**config.mk**
```make
export PLATFORM = sky130hd
export DESIGN_NAME = cp0
export DESIGN_NICKNAME = d
export VERILOG_FILES = /design/src/rtl/cp0_pkg.sv /design/src/rtl/cp0_timer.sv /design/src/rtl/cp0.sv
export SDC_FILE = /design/constraint.sdc
export NUM_CORES = 1
export LEC_CHECK = 0
export CAP_MARGIN = 20
export CORE_MARGIN = 1
export CORE_UTILIZATION = 42
export CTS_BUF_LIST = sky130_fd_sc_hd__clkbuf_16
export DETAILED_ROUTE_END_ITERATION = 8
export HOLD_SLACK_MARGIN = 0.02
export PLACE_DENSITY_LB_ADDON = 0.1
export SYNTH_ARGS = -nofsm -noshare
export SYNTH_HDL_FRONTEND = slang
export SYNTH_HIERARCHICAL = 1
export SYNTH_SLANG_ARGS = --single-unit
```
**constraint.sdc**
```tcl
create_clock -name clk -period 1.8 [get_ports clk]
set_input_delay 0.27 -clock clk [delete_from_list [all_inputs] [get_ports clk]]
set_output_delay 0.27 -clock clk [all_outputs]
set_load 0.01 [all_outputs]
```
**src/rtl/cp0_pkg.sv**
```systemverilog
// cp0 shared constants: register addresses, field positions, PRID.
// Imported by cp0 and cp0_timer.
package cp0_pkg;

  localparam logic [4:0] ADDR_COUNT   = 5'd9;
  localparam logic [4:0] ADDR_COMPARE = 5'd11;
  localparam logic [4:0] ADDR_SR      = 5'd12;
  localparam logic [4:0] ADDR_CAUSE   = 5'd13;
  localparam logic [4:0] ADDR_EPC     = 5'd14;
  localparam logic [4:0] ADDR_PRID    = 5'd15;

  localparam int IM_LO   = 10;
  localparam int IM_HI   = 15;
  localparam int EXL_BIT = 1;
  localparam int IE_BIT  = 0;
  localparam int IP_LO   = 10;
  localparam int IP_HI   = 15;
  localparam int TI_BIT  = 30;

  localparam logic [31:0] PRID_VAL = 32'h1830_0001;

endpackage

```
**src/rtl/cp0_timer.sv**
```systemverilog
// cp0 timer: free-running COUNT, COMPARE, and sticky TI flag.
// Ports: clk, rst (async low), we_count, we_compare, din -> count, compare, ti.
module cp0_timer (
  input  logic        clk,
  input  logic        rst,
  input  logic        we_count,
  input  logic        we_compare,
  input  logic [31:0] din,
  output logic [31:0] count,
  output logic [31:0] compare,
  output logic        ti
);

  logic [31:0] r_count;
  logic [31:0] r_compare;
  logic        r_ti;
  logic        w_match;

  // COMPARE of zero disables the timer
  assign w_match = (r_count == r_compare) && (r_compare != 32'd0);

  always_ff @(posedge clk or negedge rst) begin
    if (!rst) begin
      r_count   <= 32'd0;
      r_compare <= 32'd0;
      r_ti      <= 1'b0;
    end else begin
      if (we_count) r_count <= din;
      else          r_count <= r_count + 32'd1;
      if (we_compare) r_compare <= din;
      // a COMPARE write acknowledges the timer, even on a match cycle
      if (we_compare)   r_ti <= 1'b0;
      else if (w_match) r_ti <= 1'b1;
    end
  end

  assign count   = r_count;
  assign compare = r_compare;
  assign ti      = r_ti;

endmodule

```
**src/rtl/cp0.sv**
```systemverilog
// cp0: SR, CAUSE, EPC, PRID, timer, mfc0/mtc0 port, interrupt request.
// Ports: clk, rst, cp0_addr, din, cp0_we, exlset, exlclr, pc, hwint -> dout, epc, int_req.
module cp0
  import cp0_pkg::*;
(
  input  logic        clk,
  input  logic        rst,
  input  logic [4:0]  cp0_addr,
  input  logic [31:0] din,
  input  logic        cp0_we,
  input  logic        exlset,
  input  logic        exlclr,
  input  logic [31:0] pc,
  input  logic [5:0]  hwint,
  output logic [31:0] dout,
  output logic [31:0] epc,
  output logic        int_req
);

  logic [5:0]  r_im;
  logic        r_exl;
  logic        r_ie;
  logic [5:0]  r_ip;
  logic [31:0] r_epc;

  logic        w_we_sr;
  logic        w_we_epc;
  logic        w_we_count;
  logic        w_we_compare;
  logic [31:0] w_count;
  logic [31:0] w_compare;
  logic        w_ti;
  logic [31:0] w_dout;
  logic        w_unused;

  assign w_we_sr      = cp0_we && (cp0_addr == ADDR_SR);
  assign w_we_epc     = cp0_we && (cp0_addr == ADDR_EPC);
  assign w_we_count   = cp0_we && (cp0_addr == ADDR_COUNT);
  assign w_we_compare = cp0_we && (cp0_addr == ADDR_COMPARE);

  // EPC is word aligned; the low pc bits are dropped
  assign w_unused = ^pc[1:0];

  cp0_timer u_timer (
    .clk        (clk),
    .rst        (rst),
    .we_count   (w_we_count),
    .we_compare (w_we_compare),
    .din        (din),
    .count      (w_count),
    .compare    (w_compare),
    .ti         (w_ti)
  );

  always_ff @(posedge clk or negedge rst) begin
    if (!rst) begin
      r_im  <= 6'd0;
      r_exl <= 1'b0;
      r_ie  <= 1'b0;
      r_ip  <= 6'd0;
      r_epc <= 32'd0;
    end else begin
      // timer shares the top hardware line
      r_ip <= hwint | {w_ti, 5'b0};
      if (w_we_sr) begin
        r_im <= din[IM_HI:IM_LO];
        r_ie <= din[IE_BIT];
      end
      if (exlset)       r_exl <= 1'b1;
      else if (exlclr)  r_exl <= 1'b0;
      else if (w_we_sr) r_exl <= din[EXL_BIT];
      if (exlset)        r_epc <= {pc[31:2], 2'b00};
      else if (w_we_epc) r_epc <= din;
    end
  end

  always_comb begin
    w_dout = 32'd0;
    case (cp0_addr)
      ADDR_COUNT:   w_dout = w_count;
      ADDR_COMPARE: w_dout = w_compare;
      ADDR_SR: begin
        w_dout[IM_HI:IM_LO] = r_im;
        w_dout[EXL_BIT]     = r_exl;
        w_dout[IE_BIT]      = r_ie;
      end
      ADDR_CAUSE: begin
        w_dout[TI_BIT]      = w_ti;
        w_dout[IP_HI:IP_LO] = r_ip;
      end
      ADDR_EPC:  w_dout = r_epc;
      ADDR_PRID: w_dout = PRID_VAL;
      default:   w_dout = 32'd0;
    endcase
  end

  assign dout    = w_dout;
  assign epc     = r_epc;
  assign int_req = r_ie & ~r_exl & |(r_ip & r_im);

endmodule

```
==> results.cfg <==
[logic_synthesis]
ys.warnings.count = 6
ys.flop_type = dfrtp_1
synth-edff-count = 0
synth_top_area_cell = dfrtp_1
synth_seq_area_share_pct = 42.37
syn-num-nets = 777
synth_cell_type_count = 52
synth_cells = 696
synthTopCellsByArea = dfrtp_1 (42%), mux2_2 (5.8%), nand3_1 (5.3%), xor2_1 (5.2%), a31oi_1 (4.6%)
synth.cell_area_mm2 = 0.006555
ys_seq_elements = 111
synth_top_area_share_pct = 42.37
synth_async_sr_flop_share_pct = 100.0
avgSynthCellArea_um2 = 9.418

[grt]
overflow = 0
grt_max_degree = 46
grt_pass1_vias = 6588
grt_pass1_wl_um = 36570
grt_use_total_pct = 29.77
antenna_found_initial = 0

[critical_path]
crit_family = flip-flops
worstPathArrival_ns = 1.50
worst-path-max-fanout = 3
cp_num_buf_inv = 3
reg2reg_slack_ns = 0.03
required_ns = 1.53
r2r_cells = 5
cpPeakStageDelay_ns = 0.42
cp-end-kind = output pin
crit_chain = buf_6 -> buf_4 -> a221o_1 -> buf_2
r2r_end = u_timer/count[17]$_DFF_PN0_
rr_startpoint = u_timer/count[1]$_DFF_PN0_
critPathKind = flip-flop to output pin
start_kind = flip-flop
slowest_stage = dfrtp_1

[cts]
clk_pin_slew_worst_paths_ns = 0.08
cts_root_buf = clkbuf_16
clock-sinks = 111
clockBufferDepth = 2
worstSkewPairLatency_ns = 0.37
cts_tree = built
h-tree-depth = 3
cts_buffers = 9

[routing]
via_per_inst = 6.134
wire_per_inst_um = 21.73
wl_met2_um = 11490
highest_layer = met4
drtAntennaViolNets = 0
wl_met1_um = 9812
wl_met3_um = 1485
drcViolationCount = 0
via_count = 6643
drtIter0Drc = 554
dr.pass1.iters = 5
routed_wl_um = 23530

[sta]
rsz0062_at_grt = yes
slew_headroom_pct = 69.84
drv_slew = 0
finClkSkew_ns = 0.01083
setup_viol = 0
holdWs_ns = 0.3361
fin_crit_sh_pct = 98.23
fmax_mhz = 565.5
hold_viol_final = 0
fin_crit_ns = 1.768
worst_pin_slew_ns = 0.4524
fin_tns_setup_ns = 0

[die]
die_x_um = 126.9
die_height_um = 126.9
coreArea_mm2 = 0.01520
design.die.area_mm2 = 0.01611
num_rows = 45
start_util_pct = 43.12
ioPinCount = 145

[place]
place_congestion = 0.9244
port_buffers = 142
dp_cells = 1044
place_hpwl_um = 16230

[finish]
layout.nets = 971
final_cell_mix = dfrtp_1 (110), clkdlybuf4s50_1 (103), buf_4 (74), nand3_1 (69), nor2_1 (57)
n_antenna_cell = 0
final_cells = 1083
drive_above_1_share_pct = 23.46
layout_commonest_cell = dfrtp_1
nFillCells = 1352
area_delta_synth_final_pct = 39.53
final_util_pct = 60.16

[power_and_ir_drop]
powerDensity_mw_per_mm2 = 947.7
peakVddDrop_mv = 0.5580
finalPower_mw = 8.668
p_leak_nw = 3.836

[worst_hold_path]
hold_start = hwint[3]
hold_path_class = input port to flip-flop
min_to = r_ip[3]$_DFF_PN0_
whs_path_depth = 1

[job]
maxCapViolations = 0

[status]
status = finished, final reports clean
## metal layers
| metal | vias to the layer above | GRT usage (%) |
|---|---|---|
| li1 | 3017 | - |
| met2 | 286 | 50.10 |
| met5 | - | 0 |
| met4 | 0 | 12.04 |
| met3 | 54 | 4.429 |
| met1 | 3286 | 38.43 |
## logic make-up (layout without fill, tap and decap cells)
kind of cell             after synthesis  after routing  synth area share (%)
buffers and inverters                 70            266                 5.383
multiplexers                          40             40                 6.872
AO/OA/AOI/OAI                        154            154                 15.48
adder cells (fa/ha/maj)                1              1                0.1908
XOR/XNOR                              43             43                 5.745
AND/OR/NAND/NOR                      277            280                 23.96
flip-flops                           111            111                 42.37
## cell type report
cell class                 count  area (um2)  area share (%)
sequential                   111        2779           30.38
tap                          188       235.2           2.572
clock inverter                 7       78.83          0.8618
timing repair buffer         242        2292           25.06
multi-input combinational    518        3506           38.33
inverter                       8       30.03          0.3283
clock buffer                   9       225.2           2.462
## power by group
group | total (mW) | switching, mW | internal (mW) | leakage (nW)
registers | 3.56 | 0.576 | 2.99 | 1.31
clock network | 2.04 | 1.05 | 0.989 | 0.148
logic | 3.06 | 1.47 | 1.59 | 2.38
## cell usage after synthesis, types with 3 or more instances
cell type / count
or4_1: 14
nor2b_1: 3
o31ai_1: 14
buf_2: 18
o21ai_0: 42
nand2_1: 24
nand4_1: 23
nor2_1: 57
and2_1: 5
a22oi_1: 3
and3_1: 26
clkbuf_1: 33
mux2_2: 34
dfrtp_1: 111
a221o_1: 23
mux2_1: 6
and4_1: 6
a31oi_1: 48
nand3_1: 69
inv_1: 6
xnor2_1: 4
and3b_1: 7
buf_6: 8
nor3b_1: 9
or3_1: 6
nor4_1: 15
xor2_1: 39
o21ai_1: 14
## what timing repair did
action / in CTS / in global routing
setup buffers: 8 / 12
endpoints found under the hold margin: 26 / 0
gates cloned: 4 / 0
hold buffers: 1 / 0
gates resized for setup: 138 / 36
pin swaps: 8 / 15
endpoints found under the setup margin: 96 / 32
## registers in the layout (all words and copies together) (netlist names)
signal,flops
epc,32
u_timer/compare,32
u_timer/count,32
r_im,6
r_ip,6
r_exl,1
r_ie,1
u_timer/ti,1
## per-stage QoR
| step | worst slack [ns] | instance area [um2] |
|---|---|---|
| after floorplan | 0.01243 | 6568 |
| after global placement | -0.7340 | 8683 |
| after detailed placement | -0.7745 | 8683 |
| after CTS | 0.00002898 | 9056 |
| after global routing | -0.02874 | 9146 |
| final | 0.03180 | 9146 |
## worst max-delay path by stage
stage / start / endpoint / slack (ns) / cells past startpoint
6_report: u_timer/count[6]$_DFF_PN0_ / dout[6] / 0.03 / 4
5_1_grt: u_timer/count[1]$_DFF_PN0_ / u_timer/count[17]$_DFF_PN0_ / -0.03 / 5
4_1_cts: epc[21]$_DFFE_PN0P_ / dout[21] / 0.00003 / 3
3_5_place_dp: cp0_addr[2] / dout[26] / -0.77 / 5
3_3_place_gp: cp0_addr[2] / dout[9] / -0.73 / 5
2_1_floorplan: cp0_addr[2] / u_timer/count[31]$_DFF_PN0_ / 0.01 / 8
Power figures use the tool's default switching activity.
